File: config.mk
export PLATFORM = sky130hd
export DESIGN_NAME = countdown_ctrl
export DESIGN_NICKNAME = d
export VERILOG_FILES = /design/src/rtl/countdown_ctrl.sv
export SDC_FILE = /design/constraint.sdc
export NUM_CORES = 1
export LEC_CHECK = 0
export ABC_AREA = 1
export CELL_PAD_IN_SITES_DETAIL_PLACEMENT = 0
export CELL_PAD_IN_SITES_GLOBAL_PLACEMENT = 1
export CORE_ASPECT_RATIO = 0.6
export CORE_MARGIN = 3
export CORE_UTILIZATION = 49
export DETAILED_ROUTE_END_ITERATION = 8
export DONT_BUFFER_PORTS = 1
export PLACE_DENSITY = 0.89
export SLEW_MARGIN = 15
export SYNTH_ARGS = -nofsm -noshare
export SYNTH_HDL_FRONTEND = slang
export SYNTH_SLANG_ARGS = --single-unit
File: constraint.sdc
create_clock -name Clk100Mhz -period 4.2 [get_ports Clk100Mhz]
set_input_delay 0.21 -clock Clk100Mhz [delete_from_list [all_inputs] [get_ports Clk100Mhz]]
set_output_delay 0.21 -clock Clk100Mhz [all_outputs]
set_load 0.05 [all_outputs]
File: src/rtl/countdown_ctrl.sv
// countdown_ctrl: set/run/pause/expire sequencer for the countdown-timer game.
// Holds MM:SS in BCD, decrements once per prescaled second and requests
// display blanking while expired. All outputs come straight from flops.
//
// Inputs start_p/up_p/down_p are single-cycle pulses from the debouncers.
// They are sampled on the rising edge of Clk100Mhz. In any one cycle the
// priority is start_p > up_p > down_p. up_p and down_p together, without
// start_p, cancel each other.
module countdown_ctrl #(
  parameter int TICK_DIV  = 100_000_000,
  parameter int FLASH_DIV = 25_000_000
) (
  input  logic       Clk100Mhz,
  input  logic       rst_n,
  input  logic       start_p,
  input  logic       up_p,
  input  logic       down_p,
  output logic [3:0] m10,
  output logic [3:0] m1,
  output logic [3:0] s10,
  output logic [3:0] s1,
  output logic       running,
  output logic       expired,
  output logic       blank,
  output logic [1:0] dbgState
);

  typedef enum logic [1:0] {
    ST_SET     = 2'd0,
    ST_RUN     = 2'd1,
    ST_PAUSE   = 2'd2,
    ST_EXPIRED = 2'd3
  } state_t;

  localparam int PW = (TICK_DIV  > 1) ? $clog2(TICK_DIV)  : 1;
  localparam int FW = (FLASH_DIV > 1) ? $clog2(FLASH_DIV) : 1;
  localparam logic [PW-1:0] PRE_MAX   = PW'(TICK_DIV - 1);
  localparam logic [FW-1:0] FLASH_MAX = FW'(FLASH_DIV - 1);

  state_t        stateQ, stateD;
  logic [15:0]   cntQ, cntD;        // {m10, m1, s10, s1}
  logic [15:0]   presetQ, presetD;
  logic [PW-1:0] preQ, preD;
  logic [FW-1:0] flashQ, flashD;
  logic          blankQ, blankD;
  logic          runningQ, expiredQ;
  logic [15:0]   cntDec;

  // +1 second in BCD, saturating at 99:59
  function automatic logic [15:0] bcdInc(input logic [15:0] v);
    logic [3:0] a, b, c, d;
    {a, b, c, d} = v;
    if (v == 16'h9959) return v;
    if (d != 4'd9) d = d + 4'd1;
    else begin
      d = 4'd0;
      if (c != 4'd5) c = c + 4'd1;
      else begin
        c = 4'd0;
        if (b != 4'd9) b = b + 4'd1;
        else begin
          b = 4'd0;
          a = a + 4'd1;
        end
      end
    end
    return {a, b, c, d};
  endfunction

  // -1 second in BCD, saturating at 00:00
  function automatic logic [15:0] bcdDec(input logic [15:0] v);
    logic [3:0] a, b, c, d;
    {a, b, c, d} = v;
    if (v == 16'h0000) return v;
    if (d != 4'd0) d = d - 4'd1;
    else begin
      d = 4'd9;
      if (c != 4'd0) c = c - 4'd1;
      else begin
        c = 4'd5;
        if (b != 4'd0) b = b - 4'd1;
        else begin
          b = 4'd9;
          a = a - 4'd1;
        end
      end
    end
    return {a, b, c, d};
  endfunction

  assign cntDec = bcdDec(cntQ);

  // Next-state and datapath updates; every value holds unless a case changes it
  always_comb begin
    stateD  = stateQ;
    cntD    = cntQ;
    presetD = presetQ;
    preD    = preQ;
    flashD  = flashQ;
    blankD  = blankQ;
    unique case (stateQ)
      ST_SET: begin
        if (start_p) begin
          if (cntQ != 16'h0000) begin
            presetD = cntQ;
            preD    = '0;
            stateD  = ST_RUN;
          end
        end else if (up_p && !down_p) begin
          cntD = bcdInc(cntQ);
        end else if (down_p && !up_p) begin
          cntD = cntDec;
        end
      end
      ST_RUN: begin
        // The pausing cycle still counts as run time, so a tick that
        // coincides with start_p is applied before the pause takes hold.
        if (preQ == PRE_MAX) begin
          preD = '0;
          cntD = cntDec;
          if (cntDec == 16'h0000) begin
            stateD = ST_EXPIRED;
            flashD = '0;
            blankD = 1'b0;
          end else if (start_p) begin
            stateD = ST_PAUSE;
          end
        end else begin
          preD = preQ + 1'b1;
          if (start_p) stateD = ST_PAUSE;
        end
      end
      ST_PAUSE: begin
        if (start_p) stateD = ST_RUN;
      end
      ST_EXPIRED: begin
        if (start_p) begin
          cntD   = presetQ;
          blankD = 1'b0;
          flashD = '0;
          stateD = ST_SET;
        end else if (flashQ == FLASH_MAX) begin
          flashD = '0;
          blankD = ~blankQ;
        end else begin
          flashD = flashQ + 1'b1;
        end
      end
      default: stateD = ST_SET;
    endcase
  end

  // State, datapath and registered status flags
  always_ff @(posedge Clk100Mhz) begin
    if (!rst_n) begin
      stateQ   <= ST_SET;
      cntQ     <= 16'h0000;
      presetQ  <= 16'h0000;
      preQ     <= '0;
      flashQ   <= '0;
      blankQ   <= 1'b0;
      runningQ <= 1'b0;
      expiredQ <= 1'b0;
    end else begin
      stateQ   <= stateD;
      cntQ     <= cntD;
      presetQ  <= presetD;
      preQ     <= preD;
      flashQ   <= flashD;
      blankQ   <= blankD;
      runningQ <= (stateD == ST_RUN);
      expiredQ <= (stateD == ST_EXPIRED);
    end
  end

  assign {m10, m1, s10, s1} = cntQ;
  assign running  = runningQ;
  assign expired  = expiredQ;
  assign blank    = blankQ;
  assign dbgState = stateQ;

endmodule
==> impl_metrics.csv <==
group,metric,value,unit
run_status,status,"complete, no violations",
routing,via_per_inst,5.676,
worst_setup_path,crit_chain,"nand2_1 > inv_1 > buf_4 > nand3_1 > inv_1 > o21ai_0 > a21o_1 > a21oi_1",
place,placed_area,5839,um2
worst_setup_path,slowest_stage,"dfxtp_1",
logic_synthesis,syn-cell-area,5685,um2
finish,drive_gt1_share,9.449,%
logic_synthesis,synth_most_common_cell,"nand2_1",
routing,wl,16.26,mm
worst_setup_path,arrival,3310,ps
logic_synthesis,async_reset_ff_share,0,%
finish,insertedDiodeCount,0,
cts,cts-root-buf,"clkbuf_16",
worst_hold_path,hold_depth,2,
worst_hold_path,hold_path_class,"primary input to register",
floorplan,die_height,89.44,um
cts,ctsResizeCount,0,
worst_setup_path,crit_path_end_kind,"register",
routing,route.antenna.remaining_nets,0,
sta,drv_slew,0,
logic_synthesis,yosysUniqueCellTypes,43,
place,place_congestion,0.9765,
worst_setup_path,criticalPathCategory,"register to register",
logic_synthesis,synth.avg_cell_area,6.424,um2
worst_setup_path,crit_fanout,14,
worst_hold_path,min_from,"rst_n",
worst_setup_path,crit_required,4460,ps
logic_synthesis,synthTopCellsByArea,"dfxtp_1 (31%), nand2_1 (12%), inv_1 (7.3%)",
sta,worstMarginPinSlew,893.5,ps
sta,hold_viol,0,
run,drv_cap,0,
worst_setup_path,start_kind,"register",
logic_synthesis,yosysTopAreaCell,"dfxtp_1",
logic_synthesis,synth-edff-count,0,
power,p_per_area,545.5,nW/um2
routing,drt_iter0_markers,644,
floorplan,chipWidth,145.1,um
worst_setup_path,cpPeakStageDelay,770,ps
finish,multi_input_area,3334,um2
floorplan,die-area,12970,um2
cts,clock_path_buffers,2,
global_routing,antenna_found_initial,0,
cts,clock_sinks,89,
logic_synthesis,synth-seq-cells,89,
sta,setup_violations,0,
routing,via_count,5926,
sta,period_needed,3050,ps
sta,rsz0062_at_grt,"no",
place,port_buffers,0,
finish,finalNetCount,896,
global_routing,grt_usage,24.89,%
global_routing,grt-ovfl-total,0,
sta,slew_headroom,40.29,%
cts,numCtsBuffers,9,
finish,final_util,56.36,%
floorplan,rows,29,
logic_synthesis,yosysWarnings,0,
cts,postCtsSetupBuffers,0,
worst_setup_path,crit_top_cell,"inv_1",
place,dp_cells,1026,
power,power.total,3.358,mW
sta,fin_crit_sh,72.62,%
logic_synthesis,synth.cells.most_frequent,"nand2_1 (185), inv_1 (110), nor2_1 (110)",
place,dp_hpwl,11.99,mm
routing,wl_per_cell,15.58,um
worst_setup_path,r2r_cells,8,
logic_synthesis,ys_seq_area_share,31.34,%
routing,drc,0,
worst_setup_path,worstReg2RegEnd,"flashQ[6]$_SDFFE_PN0P_",
worst_setup_path,r2r-start,"dbgState[1]$_SDFF_PN0_",
place,dp_slack,1229,ps
cts,tritoncts,"built",
cts,cts.reportedPaths.clkPinSlew,70,ps
logic_synthesis,synth_cells,885,
logic_synthesis,synth_flop_cell,"dfxtp_1",
finish,n_fill_cell,1096,
global_routing,grt_first_pass_wirelength,26.47,mm
routing,first_pass_iters,5,
cts,clk_latency,340,ps
logic_synthesis,syn-num-nets,897,
global_routing,grt_max_degree,30,
finish,fin_area,6156,um2
sta,tns,0,ps
global_routing,first_global_vias,5197,
sta,holdWs,10.26,ps
worst_setup_path,rrSetupSlack,1150,ps
cts,cts_max_level,3,
power,irDropWorstVdd,374.7,uV
worst_hold_path,whs_endpoint,"cntQ[13]$_SDFFE_PN0P_",
power,power.leakage,2.432,nW
floorplan,ios,26,
finish,final_cells,1044,
finish,seq_area,1782,um2
logic_synthesis,synth_top_area_share,31.34,%
sta,fin_worst_skew,5.264,ps
sta,max_clock_freq,0.3279,GHz
sta,worst_slack,1150,ps
floorplan,start_util,52.06,%
floorplan,coreArea,10920,um2
finish,syn_to_final_growth,8.275,%
sequential cells by signal, indices dropped and copies added, names as in the netlist:
| signal | flops |
|---|---|
| expired | 1 |
| cntQ | 16 |
| blank | 1 |
| dbgState | 2 |
| running | 1 |
| flashQ | 25 |
| presetQ | 16 |
| preQ | 27 |
cell type report:
cell class / instances / share of cell area (%)
timing repair buffer: 16 / 2.033
multi-input combinational: 655 / 54.17
clock buffer: 9 / 3.659
tap: 155 / 3.150
sequential: 89 / 28.94
clock inverter: 7 / 1.159
inverter: 113 / 6.890
report_power, final:
| part | internal, mW | total, mW | switching [mW] |
|---|---|---|---|
| Clock | 0.460 | 0.803 | 0.344 |
| Sequential | 0.945 | 1.08 | 0.139 |
| Combinational | 0.400 | 1.47 | 1.07 |
what timing repair did:
item | CTS | global route
endpoints found under the hold margin | 12 | 0
setup endpoints to repair | 0 | 0
hold buffers | 2 | 0
layer usage:
layer  part of all wire, %  vias to the layer above  global-route usage (%)  wire length, um
met5                     0                        -                       0                0
met4                  0.75                        0                   5.426              122
met3                   9.7                       15                   6.079             1577
met2                    38                      249                   35.12             6247
met1                    51                     2736                   37.98             8314
li1                      -                     2926                       -                -
kinds of logic (layout without fill, tap and decap cells):
group,after synthesis,after routing,share of synthesized area (%)
XOR/XNOR,17,17,2.619
AO/OA/AOI/OAI,157,157,16.07
AND/OR/NAND/NOR,474,474,38.42
buffers and inverters,141,145,10.01
flip-flops,89,89,31.34
adder cells (fa/ha/maj),7,7,1.540
cells in the final DEF, fill, tap and decap left out, drive strengths merged, types with 2 or more instances in the layout:
cell | netlist | routed
nand2 | 212 | 212
nor2 | 120 | 120
inv | 112 | 112
dfxtp | 89 | 89
a21oi | 72 | 72
nand3 | 58 | 58
o21ai | 45 | 45
nand4 | 28 | 28
nor3 | 27 | 27
xor2 | 15 | 15
buf | 12 | 14
nor4 | 10 | 10
clkbuf | 16 | 9
a31oi | 8 | 8
ha | 7 | 7
nand3b | 6 | 6
nor3b | 6 | 6
a211oi | 5 | 5
a22oi | 5 | 5
or2 | 4 | 4
o22ai | 4 | 4
o221ai | 4 | 4
o211ai | 4 | 4
clkinv | 1 | 4
and2 | 3 | 3
clkinvlp | 0 | 3
o21a | 2 | 2
xnor2 | 2 | 2
a31o | 2 | 2
a221oi | 2 | 2
dlygate4sd3 | 0 | 2
critical path: cells and delay by family (launching register included):
family,cells,cell delay (ps)
buf+inv,3,1100
simple gates,2,620
compound gates,3,450
flops,1,770
how the worst max path moves through the flow:
stage | start | end | slack [ps] | cells after the start
after CTS | cntQ[12]$_SDFFE_PN0P_ | preQ[18]$_SDFFE_PN0P_ | 1210 | 13
after detailed placement | dbgState[1]$_SDFF_PN0_ | flashQ[6]$_SDFFE_PN0P_ | 1230 | 8
final | dbgState[1]$_SDFF_PN0_ | flashQ[6]$_SDFFE_PN0P_ | 1150 | 8
after floorplan | cntQ[12]$_SDFFE_PN0P_ | flashQ[18]$_SDFFE_PN0P_ | 1750 | 17
after global placement | dbgState[1]$_SDFF_PN0_ | flashQ[6]$_SDFFE_PN0P_ | 1240 | 8
after global routing | cntQ[12]$_SDFFE_PN0P_ | preQ[18]$_SDFFE_PN0P_ | 870 | 13
Power figures use the tool's default switching activity.
